## config.mk

```make
export PLATFORM = sky130hd
export DESIGN_NAME = ariane_regfile_lvt
export DESIGN_NICKNAME = d
export VERILOG_FILES = /design/src/rtl/ariane_regfile_lvt.sv
export SDC_FILE = /design/constraint.sdc
export NUM_CORES = 2
export LEC_CHECK = 0
export ABC_AREA = 1
export CAP_MARGIN = 30
export CORE_UTILIZATION = 40
export CTS_CLUSTER_DIAMETER = 60
export DETAILED_ROUTE_END_ITERATION = 16
export HOLD_SLACK_MARGIN = 0.06
export PLACE_DENSITY = 0.56
export SYNTH_ARGS = -nofsm -noshare
export SYNTH_HDL_FRONTEND = slang
export SYNTH_MEMORY_MAX_BITS = 65536
export SYNTH_SLANG_ARGS = --single-unit
```

## constraint.sdc

```tcl
create_clock -name clk_i -period 3.45 [get_ports clk_i]
set_input_delay 0.345 -clock clk_i [delete_from_list [all_inputs] [get_ports clk_i]]
set_output_delay 0.345 -clock clk_i [all_outputs]
set_load 0.02 [all_outputs]
```

## src/rtl/ariane_regfile_lvt.sv

```systemverilog
// Multi-ported register file: one BRAM bank per write port, replicated per read port, with a
// live-value table selecting the bank that holds each word. REGFILE_BYPASS_EN adds forwarding.
module ariane_regfile_lvt #(
    parameter int unsigned DATA_WIDTH     = 32,
    parameter int unsigned NUM_WORDS      = 32,
    parameter int unsigned NR_READ_PORTS  = 2,
    parameter int unsigned NR_WRITE_PORTS = 2,
    parameter bit          ZERO_REG_ZERO  = 1'b0,
    localparam int unsigned AW = $clog2(NUM_WORDS),
    localparam int unsigned LW = (NR_WRITE_PORTS > 1) ? $clog2(NR_WRITE_PORTS) : 1
) (
    input  logic                                      clk_i,
    input  logic                                      rst_i,
    input  logic                                      test_en_i,
    output logic                                      init_done_o,
    input  logic [NR_READ_PORTS-1:0][AW-1:0]          raddr_i,
    output logic [NR_READ_PORTS-1:0][DATA_WIDTH-1:0]  rdata_o,
    input  logic [NR_WRITE_PORTS-1:0][AW-1:0]         waddr_i,
    input  logic [NR_WRITE_PORTS-1:0][DATA_WIDTH-1:0] wdata_i,
    input  logic [NR_WRITE_PORTS-1:0]                 we_i
);

    localparam logic [0:0] StClear = 1'b0;
    localparam logic [0:0] StReady = 1'b1;

    logic [0:0]                        r_state;
    logic [AW-1:0]                     r_ptr;
    logic [LW-1:0]                     r_lvt [NUM_WORDS];
    logic [NR_READ_PORTS-1:0][LW-1:0]  r_sel;
    logic [NR_READ_PORTS-1:0]          r_zero;
    logic [NR_WRITE_PORTS-1:0]         w_accept;
    logic                              w_ready;
    logic                              w_clearing;
    logic                              w_unused;
    logic [NR_WRITE_PORTS-1:0][NR_READ_PORTS-1:0][DATA_WIDTH-1:0] w_bank_q;

    assign w_unused    = test_en_i;
    assign w_ready     = (r_state == StReady) && !rst_i;
    assign w_clearing  = (r_state == StClear) && !rst_i;
    assign init_done_o = (r_state == StReady);

    always_comb begin
        w_accept = '0;
        for (int w = 0; w < NR_WRITE_PORTS; w++) begin
            w_accept[w] = we_i[w] && w_ready && !(ZERO_REG_ZERO && (waddr_i[w] == '0));
        end
    end

    always_ff @(posedge clk_i) begin
        if (rst_i) begin
            r_state <= StClear;
            r_ptr   <= '0;
        end else if (r_state == StClear) begin
            r_ptr <= r_ptr + 1'b1;
            if (r_ptr == AW'(NUM_WORDS - 1)) begin
                r_state <= StReady;
            end
        end
    end

    // Ascending port order: the highest enabled port's assignment lands last and wins.
    always_ff @(posedge clk_i) begin
        if (rst_i) begin
            for (int a = 0; a < NUM_WORDS; a++) begin
                r_lvt[a] <= '0;
            end
        end else begin
            for (int w = 0; w < NR_WRITE_PORTS; w++) begin
                if (w_accept[w]) begin
                    r_lvt[waddr_i[w]] <= LW'(w);
                end
            end
        end
    end

    // Reads issued in reset or CLEAR return zero, which also masks stale bank-0 words.
    always_ff @(posedge clk_i) begin
        for (int r = 0; r < NR_READ_PORTS; r++) begin
            r_sel[r]  <= r_lvt[raddr_i[r]];
            r_zero[r] <= rst_i || (r_state == StClear) ||
                         (ZERO_REG_ZERO && (raddr_i[r] == '0));
        end
    end

    for (genvar w = 0; w < NR_WRITE_PORTS; w++) begin : g_bank
        logic                  w_we;
        logic [AW-1:0]         w_addr;
        logic [DATA_WIDTH-1:0] w_data;

        if (w == 0) begin : g_clr
            assign w_we   = w_accept[0] || w_clearing;
            assign w_addr = w_clearing ? r_ptr : waddr_i[0];
            assign w_data = w_clearing ? '0 : wdata_i[0];
        end else begin : g_plain
            assign w_we   = w_accept[w];
            assign w_addr = waddr_i[w];
            assign w_data = wdata_i[w];
        end

        for (genvar r = 0; r < NR_READ_PORTS; r++) begin : g_rep
            logic [DATA_WIDTH-1:0] r_mem [NUM_WORDS];
            logic [DATA_WIDTH-1:0] r_q;

            always_ff @(posedge clk_i) begin
                if (w_we) begin
                    r_mem[w_addr] <= w_data;
                end
                r_q <= r_mem[raddr_i[r]];
            end

            assign w_bank_q[w][r] = r_q;
        end
    end

`ifdef REGFILE_BYPASS_EN
    logic [NR_READ_PORTS-1:0]                 w_byp_hit;
    logic [NR_READ_PORTS-1:0][DATA_WIDTH-1:0] w_byp_data;
    logic [NR_READ_PORTS-1:0]                 r_byp_hit;
    logic [NR_READ_PORTS-1:0][DATA_WIDTH-1:0] r_byp_data;

    always_comb begin
        w_byp_hit  = '0;
        w_byp_data = '0;
        for (int r = 0; r < NR_READ_PORTS; r++) begin
            for (int w = 0; w < NR_WRITE_PORTS; w++) begin
                if (w_accept[w] && (waddr_i[w] == raddr_i[r])) begin
                    w_byp_hit[r]  = 1'b1;
                    w_byp_data[r] = wdata_i[w];
                end
            end
        end
    end

    always_ff @(posedge clk_i) begin
        r_byp_hit  <= w_byp_hit;
        r_byp_data <= w_byp_data;
    end
`endif

    always_comb begin
        rdata_o = '0;
        for (int r = 0; r < NR_READ_PORTS; r++) begin
            if (!r_zero[r]) begin
                for (int w = 0; w < NR_WRITE_PORTS; w++) begin
                    if (r_sel[r] == LW'(w)) begin
                        rdata_o[r] = w_bank_q[w][r];
                    end
                end
`ifdef REGFILE_BYPASS_EN
                if (r_byp_hit[r]) begin
                    rdata_o[r] = r_byp_data[r];
                end
`endif
            end
        end
    end

endmodule

```

==> summary.txt <==
Setup path
  • Critical path peak fanout: 32
  • Crit-path cells: buf_4 -> nand2_1 -> a21oi_2 -> clkdlybuf4s50_1
  • WP data arrival: 3.04 ns
  • Crit start category: flip-flop
  • Crit Path Class: flip-flop to output port
  • Worst R2R Setup Slack: 0.94 ns
  • WP data required: 3.11 ns
  • Max incr delay on CP: 0.70 ns
  • Critical path capture point type: output port
  • Slowest stage cell, crit path: clkdlybuf4s50_1

Routing
  • Final wirelength: 426000 um
  • Drt initial violations: 12200
  • Via count: 94800
  • Post-DR wirelength/cell: 27.0 um
  • Routed vias/inst: 6.01
  • First-pass DRT Iterations: 7
  • ANT nets after route: 0
  • DRC: 0

Synth
  • Seq/Total Area, Yosys: 60.0%
  • Post-Syn Nets: 12100
  • Yosys top cell area share: 56.9%
  • Synth area leader: edfxtp_1
  • Most common cell in the netlist: nand2_1
  • EDFF count, synth: 2048
  • Seq cells post-synth: 2217
  • Synth cell types: 24
  • Cells after synthesis: 12000
  • Top cells by count, synth: 4835 x nand2_1, 3728 x nand3_1, 2048 x edfxtp_1
  • Top cells by area, synth: edfxtp_1 57%, nand3_1 17%, nand2_1 17%
  • Synth Cell Area: 108000 um^2
  • Dominant synthesized flop cell: edfxtp_1
  • Average cell area after synthesis: 8.99 um^2
  • Async S/R FF share, synth: 0%
  • Yosys warns: 0

Floorplan
  • Width of the chip: 522 um
  • I/O pins: 154
  • Die H: 522 um
  • Core ar.: 268000 um^2
  • Row cnt: 190
  • Starting Density: 40.3%
  • Die ar.: 272000 um^2

Clock network
  • Clk_lat worst skew: 0.94 ns
  • CTS Buf Count: 244
  • H-tree level count: 4
  • Clock sink total: 2217
  • CTS Root Cell: clkbuf_16
  • Worst-path clk slew: 0.06 ns
  • CTS tree: built
  • Longest Clk Path Bufs: 4
  • Postcts setup bufs: 0

STA
  • Fin crit period: 3.39 ns
  • Final WS setup: 0.0639 ns
  • Worst slew pin tran: 1.06 ns
  • Final hold vios: 0
  • Final Skew: 0.0580 ns
  • Rel. slew slack: 29.3%
  • Final Setup Violations: 0
  • Fmax: 0.295 GHz
  • Fin crit share: 98.1%
  • Final slew viol count: 0
  • Unrepaired setup endpoints after global routing: false

Place
  • Dpl ws: 0.401 ns
  • Gpl congestion: 0.900
  • Count of buffers from port buffering: 152
  • Placed Area: 115000 um^2
  • Post-Place Cells: 15300
  • Dpl hpwl: 247000 um

Global route
  • Grt total ovfl: 0
  • Global-route wire length before repair: 608000 um
  • Total GRT Usage: 30.4%
  • Vias in the first global route: 89200
  • Initial antenna violation count: 41
  • Pin count of the biggest net entering global routing: 125

Job
  • Maxcap violations: 0

Status
  • Outcome: completed

Power
  • Power Dens Cells: 503 nW/um^2
  • Worst vdd ir: 0.448 mV
  • Leakage: 46.9 nW

Cells and area
  • Fillers: 24700
  • Layout area overhead: 14.2%
  • Final Non-Filler Cells: 15800
  • Share of post-route cells with drive strength above 1: 7.77%
  • Final net count: 12100
  • Post-route cell area: 123000 um^2

Min path
  • Worst Hold Class: primary input to flip-flop
[through the flow]
stage	hold WS [ns]	utilization, %	power (W)	setup TNS, ns
after floorplan	0.423	-	0.0339	0
after global placement	0.443	42.9	0.0367	-0.169
after detailed placement	0.443	43.0	0.0368	0
after CTS	0.0890	45.9	0.0621	0
after global routing	0.0790	46.0	0.0636	0
final	0.101	46.0	0.0621	0
[where the power goes]
part,switching [W],internal (W)
logic,0.00482,0.00175
registers,0.000232,0.0296
clock network,0.0110,0.0146
[final cells by class]
| cell class | instances | area [um^2] | area share, % |
|---|---|---|---|
| diodes | 40 | 100 | 0.0811 |
| clock buffers | 333 | 6810 | 5.51 |
| clock inverters | 103 | 883 | 0.716 |
| inverters | 69 | 335 | 0.272 |
| multi-input cells | 8814 | 38600 | 31.3 |
| repair buffers | 649 | 7420 | 6.01 |
| flip-flops and latches | 2217 | 64900 | 52.6 |
| well taps | 3552 | 4440 | 3.60 |
[worst max-delay path: cells and delay by family (launching register included)]
kind | cells | cell delay (ns)
flip-flops | 1 | 0.35
buffers and inverters | 2 | 1.11
AO/OA/AOI/OAI | 1 | 0.45
AND/OR/NAND/NOR | 1 | 0.18
[kinds of logic (layout without fill, tap and decap cells)]
family                   count (synthesis)  in the layout  share of synthesized area, %
flip-flops                            2217           2217                          60.0
AO/OA/AOI/OAI                          140            140                         0.733
buffers and inverters                  993           1154                          4.75
other                                    0             40                             0
adder cells (fa/ha/maj)                  2              2                        0.0232
AND/OR/NAND/NOR                       8672           8672                          34.5
[layer usage]
metal | GRT usage (%) | share of wire, % | wire length [um]
met5 | 0 | 0.018 | 76
met4 | 17.8 | 6.2 | 26200
met3 | 5.92 | 11 | 45000
met2 | 48.2 | 46 | 195000
met1 | 38.8 | 38 | 160000
[sequential cells by signal, indices dropped and copies added, names as in the netlist]
name and flops:
r_sel 2, r_zero 1, g_bank.g_rep.r_mem 2048, init_done_o 1, r_ptr 5, r_lvt 32
g_bank.g_rep.r_q 128
[worst paths after layout]
check,cells after the start,to,from
worst min register to register,1,r_ptr[3]$_SDFFE_PP0N_,r_ptr[3]$_SDFFE_PP0N_
worst max register to register,6,g_bank[1].g_rep[1].r_mem[14][30]$_DFFE_PP_,init_done_o$_SDFF_PP0_
worst max-delay path,4,rdata_o[32],r_sel[1]$_DFF_P_
worst min-delay path,1,g_bank[1].g_rep[1].r_mem[22][11]$_DFFE_PP_,wdata_i[43]
[what timing repair did]
item                                    in CTS  in global routing
gates resized for setup                      9                  0
hold buffers                                 5                  0
hold endpoints to repair                    20                  0
endpoints found under the setup margin       6                  0
[layout by cell type (no fill, tap or decap), types with 3 or more instances in the layout]
master           instances
nand2_1               4835
nand3_1               3728
edfxtp_1              2048
buf_4                  326
clkbuf_16              256
dfxtp_1                166
clkdlybuf4s50_1        142
buf_12                 141
nor2_4                  65
a21oi_1                 62
clkbuf_1                57
inv_1                   54
diode_2                 40
clkinv_1                40
o211ai_1                32
o21ai_0                 29
clkbuf_8                27
nor2_1                  26
clkinv_2                26
buf_8                   18
nor2_2                  13
bufinv_16               12
inv_8                    9
o21ai_1                  8
clkinvlp_4               8
clkinv_4                 7
buf_16                   7
a21oi_2                  6
inv_6                    5
dlygate4sd3_1            5
inv_4                    4
nor3_1                   4
inv_2                    3
o21ai_2                  3
Note: power is estimated with default switching activity, not from simulation.
